--- src/rtl/enc_pkg.sv ---
// Shared definitions for the RV32I LOAD/STORE/BRANCH instruction encoder.
// Opcodes, instruction-class enum, immediate limits and the S1 field bundle.
package enc_pkg;

   localparam logic [6:0] OPC_LOAD   = 7'b0000011;
   localparam logic [6:0] OPC_STORE  = 7'b0100011;
   localparam logic [6:0] OPC_BRANCH = 7'b1100011;

   localparam int IMM_MIN = -2048;
   localparam int IMM_MAX = 2047;

   typedef enum logic [1:0] {
      OP_LOAD    = 2'b00,
      OP_STORE   = 2'b01,
      OP_BRANCH  = 2'b10,
      OP_ILLEGAL = 2'b11
   } op_sel_e;

   typedef struct packed {
      op_sel_e     op;
      logic [4:0]  rd;
      logic [4:0]  rs1;
      logic [4:0]  rs2;
      logic [2:0]  funct3;
      logic [11:0] imm;
      logic        rej;
   } s1_t;

   function automatic logic imm_out_of_range(input logic [31:0] imm);
      return ($signed(imm) < IMM_MIN) || ($signed(imm) > IMM_MAX);
   endfunction

endpackage

--- src/rtl/instr_pack.sv ---
// Combinational packer: instruction class + fields -> 32-bit RV32I word.
// No state; the illegal class packs to zero.
module instr_pack
   import enc_pkg::*;
(
   input  op_sel_e     i_op,
   input  logic [4:0]  i_rd,
   input  logic [4:0]  i_rs1,
   input  logic [4:0]  i_rs2,
   input  logic [2:0]  i_funct3,
   input  logic [11:0] i_imm,
   output logic [31:0] o_instr
);

   always_comb begin
      o_instr = '0;
      case (i_op)
         OP_LOAD:   o_instr = {i_imm[11:0], i_rs1, i_funct3, i_rd, OPC_LOAD};
         OP_STORE:  o_instr = {i_imm[11:5], i_rs2, i_rs1, i_funct3, i_imm[4:0], OPC_STORE};
         // B-type scrambles the halfword offset: sign, [9:4] high; [3:0], [10] low.
         OP_BRANCH: o_instr = {i_imm[11], i_imm[9:4], i_rs2, i_rs1, i_funct3,
                               i_imm[3:0], i_imm[10], OPC_BRANCH};
         default:   o_instr = '0;
      endcase
   end

endmodule

--- src/rtl/instr_encoder.sv ---
// Two-stage RV32I encoder with wrapping word address; 2-cycle latency, 1 word/cycle,
// in_ready stalls on out_ready. ENC_RANGE_CHECK_EN: reject immediates outside signed 12 bits.
module instr_encoder
   import enc_pkg::*;
#(
   parameter logic [31:0] BASE_ADDR = 32'h0000_0000,
   parameter int          DEPTH     = 64
)(
   input  logic        clk,
   input  logic        rst_n,
   input  logic        in_valid,
   output logic        in_ready,
   input  logic [1:0]  op_sel,
   input  logic [4:0]  rd,
   input  logic [4:0]  rs1,
   input  logic [4:0]  rs2,
   input  logic [2:0]  funct3,
   input  logic [31:0] imm,
   output logic        out_valid,
   input  logic        out_ready,
   output logic [31:0] out_instr,
   output logic [31:0] out_addr,
   output logic        wrap,
   output logic [7:0]  err_cnt
);

`ifdef ENC_RANGE_CHECK_EN
   localparam logic RANGE_CHECK = 1'b1;
`else
   localparam logic RANGE_CHECK = 1'b0;
`endif

   localparam logic [31:0] LAST_ADDR = BASE_ADDR + 32'(4 * (DEPTH - 1));

   logic        r_s1_vld;
   s1_t         r_s1;
   logic        r_s2_vld;
   logic [31:0] r_s2_instr;
   logic [31:0] r_addr;
   logic [7:0]  r_err;

   s1_t         w_s1_nxt;
   logic        w_s2_adv;
   logic        w_s1_fwd;
   logic        w_out_hs;
   logic [31:0] w_pack;

   assign w_s2_adv = !r_s2_vld || out_ready;
   assign w_out_hs = r_s2_vld && out_ready;
   assign w_s1_fwd = r_s1_vld && !r_s1.rej;
   // Gated by rst_n so the encoder refuses input while reset is held.
   assign in_ready = rst_n && (!r_s1_vld || w_s2_adv);

   always_comb begin
      w_s1_nxt        = '0;
      w_s1_nxt.op     = op_sel_e'(op_sel);
      w_s1_nxt.rd     = rd;
      w_s1_nxt.rs1    = rs1;
      w_s1_nxt.rs2    = rs2;
      w_s1_nxt.funct3 = funct3;
      w_s1_nxt.imm    = imm[11:0];
      w_s1_nxt.rej    = (op_sel_e'(op_sel) == OP_ILLEGAL) ||
                        (RANGE_CHECK && imm_out_of_range(imm));
   end

   always_ff @(posedge clk or negedge rst_n) begin
      if (!rst_n) begin
         r_s1_vld <= 1'b0;
         r_s1     <= '0;
      end else if (in_ready) begin
         r_s1_vld <= in_valid;
         if (in_valid) r_s1 <= w_s1_nxt;
      end
   end

   instr_pack u_pack (
      .i_op     (r_s1.op),
      .i_rd     (r_s1.rd),
      .i_rs1    (r_s1.rs1),
      .i_rs2    (r_s1.rs2),
      .i_funct3 (r_s1.funct3),
      .i_imm    (r_s1.imm),
      .o_instr  (w_pack)
   );

   // Rejected fields vanish here: S2 stays empty and the address does not move.
   always_ff @(posedge clk or negedge rst_n) begin
      if (!rst_n) begin
         r_s2_vld   <= 1'b0;
         r_s2_instr <= '0;
      end else if (w_s2_adv) begin
         r_s2_vld <= w_s1_fwd;
         if (w_s1_fwd) r_s2_instr <= w_pack;
      end
   end

   always_ff @(posedge clk or negedge rst_n) begin
      if (!rst_n) begin
         r_err <= '0;
      end else if (w_s2_adv && r_s1_vld && r_s1.rej && (r_err != 8'hFF)) begin
         r_err <= r_err + 8'd1;
      end
   end

   always_ff @(posedge clk or negedge rst_n) begin
      if (!rst_n) begin
         r_addr <= BASE_ADDR;
      end else if (w_out_hs) begin
         r_addr <= (r_addr == LAST_ADDR) ? BASE_ADDR : r_addr + 32'd4;
      end
   end

   assign out_valid = r_s2_vld;
   assign out_instr = r_s2_instr;
   assign out_addr  = r_addr;
   assign wrap      = w_out_hs && (r_addr == LAST_ADDR);
   assign err_cnt   = r_err;

endmodule

--- config.mk ---
export PLATFORM = sky130hd
export DESIGN_NAME = instr_encoder
export DESIGN_NICKNAME = d
export VERILOG_FILES = /design/src/rtl/enc_pkg.sv /design/src/rtl/instr_pack.sv /design/src/rtl/instr_encoder.sv
export SDC_FILE = /design/constraint.sdc
export NUM_CORES = 1
export LEC_CHECK = 0
export ABC_AREA = 1
export BUFFER_PORTS_ARGS = -buffer_cell sky130_fd_sc_hd__clkbuf_2
export CORE_UTILIZATION = 53
export CTS_CLUSTER_SIZE = 40
export DETAILED_ROUTE_END_ITERATION = 6
export PLACE_DENSITY = 0.83
export SLEW_MARGIN = 30
export SYNTH_ARGS = -nofsm -noshare
export SYNTH_HDL_FRONTEND = slang
export SYNTH_SLANG_ARGS = --single-unit
export TNS_END_PERCENT = 100
--- constraint.sdc ---
create_clock -name clk -period 1.9 [get_ports clk]
set_input_delay 0.285 -clock clk [delete_from_list [all_inputs] [get_ports clk]]
set_output_delay 0.285 -clock clk [all_outputs]
set_load 0.005 [all_outputs]
==> results.md, run 1 <==
- Sequential area share after synthesis: 50.2%
- Synth unique cells: 30
- CP Launch Type: register
- WP data required: 1.62 ns
- Crit-path slowest cell: dfrtp_2
- Maximum vdd drop: 0.626 mV
- Hold WS: 0.104 ns
- Max transition margin: 64.9%
- Synthesis-stage register bit count: 101
- Switch share: 35.2%
- Synth-to-layout area growth: 20.5%
- Cell Pwr Density: 962 mW/mm^2
- Number of buffers on the longest clock path: 2
- Routed vias/inst: 5.14
- Logic pwr share: 26.2%
- Fillers: 765
- Iter 0 DRT Violations: 274
- Initial cell density of the core: 54.5%
- Synth top area cells: dfrtp_1 (50%), nand2_1 (19%), inv_1 (4.2%)
- Int Power: 3.78 mW
- Pins over their slew limit: 0
- Top cell type's share of synthesized area: 50.2%
- Dpl cells: 853
- Final-report setup violation count: 0
- WL final: 11.9 mm
- WL/cell: 13.4 um
- Syn Inst Count: 629
- Minimum clock period after layout: 1.88 ns
- CTS tree: yes
- Synth area leader: dfrtp_1
- Drt first pass iters: 5
- DP Wirelength: 8.50 mm
- Met2 Use GR: 42.8%
- Die Ht: 99.5 um
- Initial antenna violation count: 0
- Critical path type: register to primary output
- Routing usage on met1: 32.2%
- Remaining Overflow, GRT: 0
- Fmax: 0.531 GHz
- CP max FO: 6
- Worst Skew: 0.0123 ns
- Vias in the first global route: 4262
- Post-route ant nets: 0
- Die width: 99.5 um
- Later-pin clock latency in the skew report: 0.37 ns
- Tot GR Track Use: 25.2%
- CTS H-Tree Depth: 3
- # DRC: 0
- Final net count: 818
- Fin Setup TNS: 0 ns
- Root Buffer: clkbuf_8
- DR vias: 4570
- Clock sinks: 101
- Largest net degree at the start of global routing: 102
- Core area: 0.00924 sq mm
- Clock power share: 22.7%
- Worst Path Arrival: 1.60 ns
- Leakage Power: 3.26 nW
- Ports: 131
- Synth warn: 0
- Die area: 0.00989 sq mm
- NetSw: 2.05 mW
- Worst-path clk slew: 0.11 ns
- Flop pwr share: 51.1%
- GRT Max-Usage Layer: met2
- Slew @ Worst Pin: 0.526 ns
- Critical Path End Type: primary output
- Crit share post-route: 99.2%
- Rows: 35
- Outcome: completed
- Port bufs: 105
- First-pass GRT wire length: 19.7 mm
- GR Util met3: 4.08%
- Average size of a mapped cell: 8.00 sq um
- Layout cell share with drive strength beyond 1: 27.0%
- Max-cap violations: 0
- Mapped Area: 0.00503 sq mm
- RSZ-0062 raised after global routing: yes
- Hold Violations, Final: 0
- Min-Delay Path Class: primary input to register
- CTS Buf Count: 9
- ANT cells: 0
- GPL Wtd Cong: 0.951
- Crit path largest cell delay: 0.46 ns
- Final cell count without fillers: 889
- Cells along the critical path: inv_1, nand3_2, nor2_2, nand2_2, nor3_2, buf_2
[power by group through the flow]
stage	Combinational [mW]	Clock (mW)	Sequential, mW
after floorplan	0.837	0	2.96
after global placement	1.38	0	2.98
after global routing	1.72	1.45	3.03
after detailed placement	1.45	0	3.01
final	1.53	1.33	2.98
after CTS	1.51	1.36	2.96
[stage by stage]
stage	worst slack [ns]	util (%)	total power [mW]	instance area, sq um
CTS	0.00566	64.3	5.83	5950
finish	0.0161	65.6	5.83	6070
floorplan	0.393	-	3.80	5050
global placement	0.243	61.2	4.36	5660
global route	-0.0385	65.6	6.19	6070
detailed placement	0.184	61.2	4.45	5660
[layout make-up]
cell class	count	area (sq um)	share of cell area (%)
Timing Repair Buffer	132	746	12.3
Clock buffer	9	124	2.04
Tap cell	129	161	2.66
Inverter	63	236	3.90
Clock inverter	7	67.6	1.11
Multi-Input combinational cell	448	2190	36.1
Sequential cell	101	2540	41.9
[routing by layer]
layer | wire length [um] | vias to the layer above
met1 | 4890 | 2164
met3 | 723 | 34
met2 | 5920 | 180
met5 | 0 | -
li1 | - | 2192
met4 | 379 | 0
[flip-flops by register name, indices dropped and copies added (netlist names)]
signal     cells
r_s1          33
err_cnt        8
r_s1_vld       1
out_valid      1
out_addr      30
out_instr     28
[logic make-up (layout without fill, tap and decap cells)]
logic type,Yosys count,after routing,synth area share (%)
flops,101,101,50.2
compound gates,35,35,4.75
buf+inv,84,211,7.58
other cells,1,5,0.0745
simple gates,380,380,32.0
xor+xnor,21,21,3.65
fa+ha+maj,7,7,1.74
[layout by cell type (no fill, tap or decap), drive strengths merged, types with 2 or more instances in the layout]
cell,instances
nand2,258
clkbuf,112
dfrtp,101
inv,66
nor2,61
nand3,40
buf,28
o21ai,20
xor2,16
a22oi,11
nor3,9
nand4,8
ha,7
xnor2,5
conb,5
a21oi,3
clkinv,3
nand3b,2
or2,2
[critical path: cells and delay by family (launching register included)]
kind                   cells  cell delay, ns
AND/OR/NAND/NOR            4            0.53
buffers and inverters      2            0.26
flip-flops                 1            0.46
[synth_stat cells, drive strengths merged]
library cell / n
a21oi: 3
a22oi: 11
buf: 19
clkbuf: 2
conb: 1
dfrtp: 101
ha: 7
inv: 63
nand2: 258
nand3: 40
nand3b: 2
nand4: 8
nor2: 61
nor3: 9
o21ai: 20
o21bai: 1
or2: 2
xnor2: 5
xor2: 16
[worst paths after layout]
check,startpoint,endpoint,slack [ns],cells past startpoint
max,out_addr[26],wrap,0.02,6
min,rs2[4],r_s1[20],0.10,3
max reg2reg,r_s1[32],out_instr[16],0.20,7
min reg2reg,out_instr[6],out_instr[6],0.48,2
max in group asynchronous,rst_n,out_addr[26],0.91,3
min in group asynchronous,rst_n,err_cnt[5],0.59,3
[timing repair]
item,in CTS,in global routing
gates resized for setup,8,16
hold buffers,1,0
hold endpoints to repair,28,0
setup endpoints to repair,1,1
pin swaps,3,9
setup buffers,9,10
cloned,0,0
No activity file was read; power rests on OpenSTA's default activity.
==> run 2: changes to the inputs <==
Clock period 1.9 ns to 2.2 ns, I/O delays scaled along.
==> results.md, run 2 (same netlist as run 1, synthesis figures left out) <==
- Outcome: completed
- Later-pin clock latency in the skew report: 0.37 ns (about the same)
- Fmax: 0.473 GHz
- Initial antenna violation count: 0 (unchanged)
- Most frequent cells in the layout: nand2_1 (254), clkbuf_2 (104), dfrtp_1 (101)
- Port bufs: 105 (unchanged)
- Largest net degree at the start of global routing: 102 (unchanged)
- Max transition margin: 46.2% (-19 points)
- Leakage Power: 3.17 nW (-2.6%)
- Crit-path slowest cell: dfrtp_1
- Final-report setup violation count: 0 (unchanged)
- Most common cell after layout, fill and taps aside: nand2_1
- Worst-path clk slew: 0.10 ns (about the same)
- Buf+Inv Stages, Crit Path: 1 (-1)
- Remaining Overflow, GRT: 0 (unchanged)
- Clock sinks: 101 (unchanged)
- CP delay by family, top: simple AND/OR/NAND/NOR gates
- Crit path largest cell delay: 0.43 ns (-0.03 ns)
- Die width: 99.5 um (unchanged)
- Worst Skew: 0.0131 ns (+0.000751 ns)
- Fillers: 803 (+5.0%)
- Maximum vdd drop: 0.500 mV (-20%)
- Critical path type: register to primary output
- Root Buffer: clkbuf_8
- Die area: 0.00989 sq mm (unchanged)
- Rows: 35 (unchanged)
- Cells along the critical path: ha_1, nand3_2, nor2_2, nand2_1, nor3_2, clkbuf_2
- GPL Wtd Cong: 0.891 (-6.3%)
- Layout cell share with drive strength beyond 1: 22.3% (-4.7 points)
- WL final: 11.8 mm (-0.66%)
- DP Wirelength: 8.36 mm (-1.7%)
- Vias in the first global route: 4068 (-4.6%)
- Cell Pwr Density: 879 mW/mm^2 (-8.6%)
- Register area: 0.00253 sq mm (-0.49%)
- Reg2reg setup slack: 0.27 ns (+0.07 ns)
- Iter 0 DRT Violations: 195 (-29%)
- # DRC: 0 (unchanged)
- ANT cells: 0 (unchanged)
- WP data required: 1.87 ns (+0.25 ns)
- Worst r2r src: out_valid
- Slew @ Worst Pin: 0.806 ns (+0.280 ns)
- Die Ht: 99.5 um (unchanged)
- First-pass GRT wire length: 18.9 mm (-3.9%)
- Worst Path Arrival: 1.78 ns (+0.18 ns)
- Place WS: 0.0368 ns (-0.147 ns)
- CP max FO: 4 (-2)
- Critical Path End Type: primary output
- Min-Delay Path Class: primary input to asynchronous set/reset pin
- Drt first pass iters: 5 (unchanged)
- CP Launch Type: register
- Core area: 0.00924 sq mm (unchanged)
- Max reg flops: 33 (unchanged)
- Multi-input logic area: 0.00215 sq mm (-1.8%)
- CTS Buf Count: 9 (unchanged)
- Pins over their slew limit: 0 (unchanged)
- Post-route ant nets: 0 (unchanged)
- Initial cell density of the core: 54.5% (unchanged)
- Top reg by flops: r_s1
- Power, Total: 5.16 mW (-12%)
- WL/cell: 13.7 um (+2.0%)
- DR vias: 4392 (-3.9%)
- Hold Violations, Final: 0 (unchanged)
- Ports: 131 (unchanged)
- CTS H-Tree Depth: 3 (unchanged)
- Reg2reg path depth: 8 (+1)
- Minimum clock period after layout: 2.11 ns
- Routed vias/inst: 5.07 (-1.3%)
- Crit path depth: 6 (unchanged)
- Final net count: 795 (-2.8%)
- Max-cap violations: 0 (unchanged)
- RR Endpoint: r_s1[1]
- Number of buffers on the longest clock path: 2 (unchanged)
- Worst Slack Setup Final: 0.0863 ns (+0.0702 ns)
- Tot GR Track Use: 24.5% (-0.73 points)
- Crit share post-route: 96.1%
- CTS tree: yes
- Synth-to-layout area growth: 16.6%
## run 2: cell count changes in the layout (fill, tap and decap cells not counted), moves of 2 or more
cell,previous run,this run
buf_4,26,3
bufinv_16,0,2
clkinv_4,3,0
dfrtp_1,91,101
dfrtp_2,10,0
inv_6,0,3
inv_8,3,0
nand2_1,252,254
nand2_2,6,4
nor2_1,45,49
nor2_2,11,9
## run 2: worst reg2reg max path, cell delays in order (launching register included)
cell and delay, ns:
dfrtp_1 0.41, inv_1 0.09, nor2_2 0.06, nand2_1 0.06, nand2_1 0.15, nor2_4 0.45, inv_2 0.37, nand2_1 0.17
nand2_1 0.06
## run 2: timing repair
item | 4_1_cts | 5_1_grt
gates resized for setup | 0 | 1
gates cloned | 0 | 1
setup endpoints to repair | 1 | 32
hold buffers | 0 | 0
pin swaps | 0 | 1
buffers inserted | 1 | 0
## run 2: worst max-delay path by stage
stage / from / end / slack, ns
2_1_floorplan: r_s1[32] / out_instr[12] / 0.69
3_3_place_gp: out_valid / r_s1[18] / 0.09
3_5_place_dp: out_valid / r_s1[1] / 0.04
4_1_cts: out_valid / r_s1[1] / 0.0007
5_1_grt: out_addr[3] / wrap / -0.01
6_report: out_addr[3] / wrap / 0.09
## run 2: area by class of cell
class / instances / area share [%]
clock buffers: 10 / 2.34
flip-flops and latches: 101 / 43.1
repair buffers: 108 / 9.59
well taps: 129 / 2.75
clock inverters: 6 / 1.56
multi-input cells: 449 / 36.7
inverters: 63 / 4.03
## run 2: power by group
group	internal (mW)	total, mW	leakage (nW)	switching, mW
Combinational	0.529	1.25	1.81	0.720
Sequential	2.24	2.57	1.25	0.325
Clock	0.683	1.34	0.118	0.659
## run 2: routing by layer
layer / track usage [%] / routed length [um] / vias to the layer above
li1: - / - / 2139
met1: 32.2 / 5110 / 2051
met2: 40.3 / 5760 / 174
met3: 4.08 / 705 / 28
met4: 10.6 / 263 / 0
met5: 0 / 0 / -
## run 2: metrics by stage
stage,TNS (ns),instance area [sq um],hold WS (ns),std cells,utilization [%]
5_1_grt,-0.0136,5870,0.108,866,63.5
3_3_place_gp,0,5620,0.455,848,60.8
6_report,0,5870,0.0620,866,63.5
4_1_cts,0,5860,0.0774,865,63.4
3_5_place_dp,0,5620,0.462,848,60.8
2_1_floorplan,0,5050,0.0344,633,-
==> run 3: changes to the inputs <==
Settings changed: RECOVER_POWER set to 100.
==> results.md, run 3 (same netlist as run 1, synthesis figures left out) <==
- Die Ht: 99.5 um (unchanged)
- Drt first pass iters: 5 (unchanged)
- Rows: 35 (unchanged)
- DP Wirelength: 8.36 mm (unchanged)
- Final Core Density: 61.9% (-1.6 points)
- Power, Total: 5.05 mW (-2.1%)
- Crit share post-route: 95.9% (-0.23 points)
- First-pass GRT wire length: 18.9 mm (unchanged)
- Top reg by flops: r_s1
- Slew @ Worst Pin: 1.36 ns (+0.550 ns)
- CTS Buf Count: 9 (unchanged)
- # DRC: 0 (unchanged)
- Worst-path clk slew: 0.10 ns (about the same)
- Logic pwr share: 22.6% (-1.6 points)
- Dpl cells: 848 (unchanged)
- Cell Pwr Density: 882 mW/mm^2 (+0.38%)
- # hold bufs at CTS: 0 (unchanged)
- Fillers: 845 (+5.2%)
- Tot GR Track Use: 24.5% (unchanged)
- Register area: 0.00253 sq mm (unchanged)
- Int Power: 3.38 mW (-2.1%)
- Die area: 0.00989 sq mm (unchanged)
- GPL Wtd Cong: 0.891 (unchanged)
- Pins over their slew limit: 0 (unchanged)
- Place WS: 0.0368 ns (unchanged)
- Core area: 0.00924 sq mm (unchanged)
- Critical Path End Type: primary output
- Synth-to-layout area growth: 13.7%
- Number of buffers on the longest clock path: 2 (unchanged)
- CTS H-Tree Depth: 3 (unchanged)
- Layout cell share with drive strength beyond 1: 14.2% (-8.0 points)
- Initial antenna violation count: 0 (unchanged)
- Routed vias/inst: 5.14 (+1.3%)
- Hold WS: 0.154 ns (+0.0919 ns)
- CTS tree: yes
- Largest net degree at the start of global routing: 102 (unchanged)
- Hold Violations, Final: 0 (unchanged)
- Max transition margin: 9.58% (-37 points)
- Worst Skew: 0.0115 ns (-0.00154 ns)
- Later-pin clock latency in the skew report: 0.37 ns (about the same)
- Post-route ant nets: 0 (unchanged)
- Final-report setup violation count: 0 (unchanged)
- NetSw: 1.67 mW (-2.2%)
- ANT cells: 0 (unchanged)
- Vias in the first global route: 4068 (unchanged)
- Port bufs: 105 (unchanged)
- Remaining Overflow, GRT: 0 (unchanged)
- Worst Slack Setup Final: 0.0913 ns (+0.00498 ns)
- Flop pwr share: 50.7% (+0.9 points)
- Final net count: 795 (unchanged)
- DR vias: 4448 (+1.3%)
- Final cell count without fillers: 866 (unchanged)
- Root Buffer: clkbuf_8
- Critical path type: register to primary output
- WL/cell: 13.7 um (+0.33%)
- Clock sinks: 101 (unchanged)
- Die width: 99.5 um (unchanged)
- WL final: 11.9 mm (+0.33%)
- Ports: 131 (unchanged)
- Clock power share: 26.6% (+0.6 points)
- Multi-input logic area: 0.00207 sq mm (-4.0%)
- Switch share: 33.0% (about the same)
- Leakage Power: 3.06 nW (-3.7%)
- Min-Delay Path Class: primary input to register
- Most common cell after layout, fill and taps aside: nand2_1
- Outcome: completed
- Max reg flops: 33 (unchanged)
- Max-cap violations: 0 (unchanged)
- CP Launch Type: register
- Worst Path Arrival: 1.78 ns (about the same)
- Minimum clock period after layout: 2.11 ns (-0.00498 ns)
- Most frequent cells in the layout: nand2_1 (257), dfrtp_1 (101), clkbuf_2 (74)
- Fmax: 0.474 GHz (+0.24%)
- Maximum vdd drop: 0.495 mV (-1.1%)
- Iter 0 DRT Violations: 216 (+11%)
- CP max FO: 4 (unchanged)
- WP data required: 1.87 ns (about the same)
- Initial cell density of the core: 54.5% (unchanged)
## run 3: changes by cell type in the layout (fill, tap and decap cells not counted), sizes merged
cell and change:
buf -4, clkbuf +4
## run 3: cell type report
type,count,area share (%)
Sequential cell,101,44.2
Multi-Input combinational cell,449,36.1
Timing Repair Buffer,108,8.77
Inverter,63,4.13
Tap cell,129,2.82
Clock buffer,10,2.40
Clock inverter,6,1.60
## run 3: metrics by stage
stage | instance area (sq um) | setup TNS [ns]
after floorplan | 5050 | 0
after global placement | 5620 | 0
after detailed placement | 5620 | 0
after CTS | 5860 | 0
after global routing | 5720 | -0.0121
final | 5720 | 0
## run 3: critical path: stages, from the launching register on
cell and delay, ns:
dfrtp_1 0.43, ha_1 0.21, nand3_1 0.14, nor2_2 0.19, nand2_1 0.11, nor3_2 0.19
clkbuf_2 0.14
## run 3: repair_timing
item                                    4_1_cts  5_1_grt
endpoints found under the setup margin        1       32
pin swaps                                     0        1
gates resized for setup                       0        1
buffers inserted                              1        0
gates cloned                                  0        1
## run 3: path summary, 6_finish.rpt
| path | startpoint | depth (start not counted) | slack, ns | end |
|---|---|---|---|---|
| worst max-delay path | out_addr[3] | 6 | 0.09 | wrap |
| worst min-delay path | imm[11] | 3 | 0.15 | r_s1[12] |
| worst max register to register | out_valid | 8 | 0.26 | r_s1[1] |
| worst min register to register | out_instr[6] | 2 | 0.48 | out_instr[6] |
| max in group asynchronous | rst_n | 2 | 0.79 | err_cnt[7] |
| min in group asynchronous | rst_n | 2 | 0.55 | out_addr[20] |
## run 3: power by group through the flow
stage	Clock [mW]	Combinational, mW	Sequential (mW)
6_report	1.34	1.14	2.56
5_1_grt	1.43	1.32	2.61
4_1_cts	1.37	1.26	2.56
3_5_place_dp	0	1.23	2.60
3_3_place_gp	0	1.18	2.58
2_1_floorplan	0	0.723	2.56
## run 3: layer usage
layer / part of all wire, % / vias to the layer above / track usage [%] / routed length (um)
met4: 2.0 / 0 / 10.6 / 238
met3: 6.1 / 22 / 4.08 / 730
li1: - / 2141 / - / -
met1: 43 / 2116 / 32.2 / 5070
met2: 49 / 169 / 40.3 / 5840
met5: 0 / - / 0 / 0
